## config.mk

```make
export PLATFORM = sky130hd
export DESIGN_NAME = servoscan_ctrl
export DESIGN_NICKNAME = d
export VERILOG_FILES = /design/src/rtl/servo_pkg.sv /design/src/rtl/servo_sync.sv /design/src/rtl/servoscan_ctrl.sv
export SDC_FILE = /design/constraint.sdc
export NUM_CORES = 1
export LEC_CHECK = 0
export ABC_AREA = 1
export ABC_CLOCK_PERIOD_IN_PS = 4600
export BUFFER_PORTS_ARGS = -buffer_cell sky130_fd_sc_hd__buf_2
export CAP_MARGIN = 15
export CORE_MARGIN = 2
export CORE_UTILIZATION = 63
export DETAILED_ROUTE_END_ITERATION = 16
export PLACE_DENSITY = 0.83
export SYNTH_ARGS = -nofsm -noshare
export SYNTH_HDL_FRONTEND = slang
export SYNTH_SLANG_ARGS = --single-unit
```

## constraint.sdc

```tcl
create_clock -name clk -period 4.6 [get_ports clk]
set_input_delay 0.46 -clock clk [delete_from_list [all_inputs] [get_ports clk]]
set_output_delay 0.46 -clock clk [all_outputs]
set_load 0.05 [all_outputs]
```

## src/rtl/servo_pkg.sv

```systemverilog
// servo_pkg: shared widths, timing constants and FSM encoding for servoscan_ctrl
package servo_pkg;
   localparam int CNT_W     = 7;
   localparam int NUM_CH    = 2;
   localparam int SCAN_LEN  = CNT_W * NUM_CH;
   localparam int QUIET_CYC = 200;
   localparam int MAX_HIGH  = 4000;
   localparam int HI_W      = 12;
   localparam int QC_W      = 8;
   localparam int SC_W      = 4;
   typedef enum logic [2:0] {FLUSH_INIT, ARMED, QUIET, SCAN, LOAD} state_t;
endpackage

```

## src/rtl/servo_sync.sv

```systemverilog
// servo_sync: 2-flop synchroniser with synced rising-edge detect
module servo_sync (
   input  logic clk,
   input  logic rst,
   input  logic din,
   output logic sync,
   output logic rise
);
   logic [2:0] sr;
   always_ff @(posedge clk)
      if (rst) sr <= '0;
      else sr <= {sr[1:0], din};
   assign sync = sr[1];
   assign rise = sr[1] & ~sr[2];
endmodule

```

## src/rtl/servoscan_ctrl.sv

```systemverilog
// servoscan_ctrl: sequences servocount scans and hands captured widths downstream
module servoscan_ctrl
   import servo_pkg::*;
(
   input  logic             clk,
   input  logic             rst,
   input  logic             in0,
   input  logic             in1,
   input  logic             scan_out,
   output logic             scan_en,
   output logic [CNT_W-1:0] ch0_width,
   output logic [CNT_W-1:0] ch1_width,
   output logic [1:0]       sat,
   output logic             stuck,
   output logic             overrun,
   output logic             valid,
   input  logic             ready
);
   state_t state, next_state;
   logic [NUM_CH-1:0] sync, rise, timeout, fired;
   logic [HI_W-1:0] hi_cnt [NUM_CH];
   logic [QC_W-1:0] quiet_cnt;
   logic [SC_W-1:0] scan_cnt;
   logic [SCAN_LEN-1:0] sr;
   logic seen_hi, stuck_pend, scan_done, take_timeout, load, scan_en_d;
   servo_sync u_sync0 (.clk(clk), .rst(rst), .din(in0), .sync(sync[0]), .rise(rise[0]));
   servo_sync u_sync1 (.clk(clk), .rst(rst), .din(in1), .sync(sync[1]), .rise(rise[1]));
   // fired latches a taken timeout so a line held high cannot retrigger until it drops
   always_comb
      for (int i = 0; i < NUM_CH; i++)
         timeout[i] = hi_cnt[i] == HI_W'(MAX_HIGH) && !fired[i];
   always_ff @(posedge clk)
      for (int i = 0; i < NUM_CH; i++)
         if (rst || !sync[i]) begin
            hi_cnt[i] <= '0;
            fired[i] <= 1'b0;
         end else begin
            hi_cnt[i] <= hi_cnt[i] + HI_W'(hi_cnt[i] != HI_W'(MAX_HIGH));
            fired[i] <= fired[i] | (take_timeout & timeout[i]);
         end
   assign take_timeout = (state == ARMED || state == QUIET) && |timeout;
   assign scan_done = scan_en && scan_cnt == SC_W'(SCAN_LEN - 1);
   always_comb begin
      next_state = state;
      case (state)
         FLUSH_INIT: next_state = scan_done ? ARMED : FLUSH_INIT;
         ARMED:      next_state = take_timeout ? SCAN : (seen_hi && !(|sync)) ? QUIET : ARMED;
         QUIET:      next_state = take_timeout ? SCAN : (|sync) ? ARMED :
                                  quiet_cnt == QC_W'(QUIET_CYC - 1) ? SCAN : QUIET;
         SCAN:       next_state = scan_done ? LOAD : SCAN;
         default:    next_state = ARMED;
      endcase
   end
   always_comb begin
      scan_en_d = next_state == FLUSH_INIT || next_state == SCAN;
      load = state == LOAD;
   end
   always_ff @(posedge clk)
      if (rst) begin
         state <= FLUSH_INIT;
         scan_en <= 1'b0;
         scan_cnt <= '0;
         quiet_cnt <= '0;
         sr <= '0;
         seen_hi <= 1'b0;
         stuck_pend <= 1'b0;
      end else begin
         state <= next_state;
         scan_en <= scan_en_d;
         scan_cnt <= scan_done ? '0 : scan_cnt + SC_W'(scan_en);
         quiet_cnt <= state == QUIET ? quiet_cnt + QC_W'(1) : '0;
         sr <= scan_en ? {sr[SCAN_LEN-2:0], scan_out} : sr;
         seen_hi <= (seen_hi & ~load) | (|rise);
         stuck_pend <= (stuck_pend & ~load) | take_timeout;
      end
   always_ff @(posedge clk)
      if (rst) begin
         ch0_width <= '0;
         ch1_width <= '0;
         sat <= '0;
         stuck <= 1'b0;
         overrun <= 1'b0;
         valid <= 1'b0;
      end else if (load) begin
         ch0_width <= sr[SCAN_LEN-1 -: CNT_W];
         ch1_width <= sr[CNT_W-1:0];
         sat <= {&sr[CNT_W-1:0], &sr[SCAN_LEN-1 -: CNT_W]};
         stuck <= stuck_pend;
         overrun <= valid & ~ready;
         valid <= 1'b1;
      end else if (valid && ready) begin
         valid <= 1'b0;
         overrun <= 1'b0;
      end
endmodule

```

==> flow_summary.json <==
{
  "synth_top_cell_area_share_pct": 48.24,
  "cts_hold_buffers": 0,
  "ys_seq_elements": 83,
  "clock_latency_ns": 0.34,
  "tightest_slew_ns": 0.7394,
  "grt_pass1_vias": 2479,
  "rsz0062_at_grt": "no",
  "critPathTopFamily": "flip-flops",
  "syn_nets": 463,
  "coreArea_sq_um": 5205,
  "timing.fmax_mhz": 500.8,
  "holdWs_ns": 0.3180,
  "yosys_warnings": 0,
  "hold_depth": 3,
  "cpMaxStageDelayCell": "dfxtp_1",
  "path_class": "register to primary output",
  "io_buffers": 25,
  "fin_setup_tns_ns": 0,
  "status": "finished clean",
  "rr_worst_depth": 11,
  "clock-sinks": 83,
  "die_h_um": 77.94,
  "required_ns": 4.14,
  "ant_nets": 0,
  "worstPathMaxFanout": 26,
  "cap_violations": 0,
  "arrival_ns": 1.54,
  "cts_inserted_buffers": 9,
  "synth_area_per_cell_sq_um": 7.689,
  "syn2layout_area_growth_pct": 12.02,
  "regArea_sq_um": 1662,
  "antenna_found_initial": 0,
  "post-cts-setup-buffer-count": 0,
  "num_rows": 26,
  "cts_resized": 0,
  "p_leak_nw": 1.558,
  "multiInputGateArea_sq_um": 1475,
  "final_nets": 489,
  "overflow": 0,
  "synthCells": 448,
  "post-route-drc-count": 0,
  "viasPerCell": 5.058,
  "ir_drop_mv": 0.3137,
  "dp_hpwl_um": 4234,
  "crit_path_end_kind": "primary output",
  "period_share_pct": 43.41,
  "dieArea_sq_um": 6075,
  "netlist_area_sq_um": 3445,
  "layout_min_cycle_time_ns": 1.997,
  "dp.cells": 533,
  "slowest_delay_ns": 0.81,
  "drt_iter0_markers": 122,
  "wl_per_cell_um": 10.85,
  "report.final.slew_viol_count": 0,
  "firstDrtPassIters": 5,
  "setup_viol": 0,
  "synth_seq_area_share_pct": 48.24,
  "grt_start_max_net_pins": 32,
  "layout.cells.non_filler": 549,
  "gp_congestion": 0.7979,
  "grt_pass1_wl_um": 10270,
  "fill_cells": 393,
  "drive_gt1_share_pct": 16.28,
  "initial_core_util_pct": 66.18,
  "diodes": 0,
  "hold_path_class": "primary input to register",
  "io_pins": 26,
  "wl_um": 5957,
  "cts_tree": "done",
  "synth_cell_types": 29,
  "power-per-cell-area_nw_per_um2": 363.8,
  "grt_usage_pct": 20.79,
  "cp.depth": 1,
  "synth_area_leader_cell": "dfxtp_1",
  "die_x_um": 77.94,
  "synth_area_leaders": "dfxtp_1 (48%), nor2_1 (7.6%), inv_1 (7.2%)",
  "vias": 2777,
  "finalHoldViolations": 0,
  "skew_ns": 0.007576,
  "root_buffer": "clkbuf_8",
  "clockBufferDepth": 2,
  "clkTransAtPathRegs_ns": 0.08,
  "path_buf_inv": 1,
  "relSlewSlack_pct": 50.64,
  "htree_levels": 3,
  "path_cells": "buf_2",
  "startpoint_type": "register"
}
-- cell usage after synthesis --
cell type,n
a211oi_2,1
a21oi_1,43
a21oi_2,1
buf_1,1
buf_2,1
clkbuf_1,8
clkinv_2,2
dfxtp_1,83
ha_1,9
inv_1,66
inv_2,3
nand2_1,57
nand2_2,8
nand3_1,12
nand3_2,7
nand3_4,1
nand4_1,7
nor2_1,70
nor2_2,10
nor2_4,3
nor3_1,6
nor3_2,2
nor4_1,3
o21ai_0,36
o21ai_1,1
o22ai_1,1
or4_1,1
xnor2_1,1
xor2_1,4
-- final timing paths --
check / to / startpoint / slack [ns]
worst min-delay path: u_sync0.sr[0] / in0 / 0.32
worst max register to register: scan_en / scan_en / 2.63
worst min register to register: u_sync1.sr[1] / u_sync1.sr[0] / 0.40
worst max-delay path: scan_en / scan_en / 2.60
-- per-stage QoR --
| stage | area, sq um | setup WS, ns | util (%) | power, mW |
|---|---|---|---|---|
| final | 3859 | 2.603 | 74.13 | 1.404 |
| after global routing | 3859 | 2.436 | 74.13 | 1.449 |
| after CTS | 3859 | 2.600 | 74.13 | 1.416 |
| after detailed placement | 3618 | 2.694 | 69.52 | 0.8021 |
| after global placement | 3618 | 2.758 | 69.52 | 0.7998 |
| after floorplan | 3445 | 2.892 | - | 0.7909 |
-- layout make-up --
cell class              instances  area share [%]
inverters                      71           6.971
repair buffers                 25           3.243
multi-input cells             284           38.23
clock buffers                  10           3.307
flip-flops and latches         83           43.06
well taps                      70           2.270
clock inverters                 6           2.918
-- routing by layer --
layer	GRT usage, %	vias up	part of all wire [%]
li1	-	1477	-
met1	25.37	1248	48
met2	35.78	45	48
met3	4.186	7	3.1
met4	8.596	0	1.1
met5	0	-	0
-- sequential cells by signal (all words and copies together), names as in the netlist, 4 cells and up --
| name | flops |
|---|---|
| hi_cnt | 24 |
| quiet_cnt | 8 |
| ch0_width | 7 |
| scan_cnt | 4 |
| ch1_width | 7 |
| sr | 14 |
-- layout by cell type, fill, tap and decap left out, drive strengths merged --
master  instances
nand2          65
nor3            8
nor4            3
nor2           83
xor2            4
a21oi          44
o22ai           1
ha              9
clkbuf         10
inv            70
nand4           7
bufinv          3
clkinv          4
a211oi          1
nand3          20
xnor2           1
buf            25
dfxtp          83
o21ai          37
or4             1
-- cell families after synthesis --
logic type / count (synthesis) / share of synthesized area (%)
adder cells (fa/ha/maj): 9 / 3.269
AND/OR/NAND/NOR: 187 / 25.86
XOR/XNOR: 5 / 1.271
AO/OA/AOI/OAI: 83 / 12.42
flip-flops: 83 / 48.24
buffers and inverters: 81 / 8.936
-- report_power, final --
part | internal [mW] | switching [mW]
combinational | 0.0149 | 0.0284
sequential | 0.732 | 0.0108
clock | 0.363 | 0.255
(Power assumes the default switching activity.)
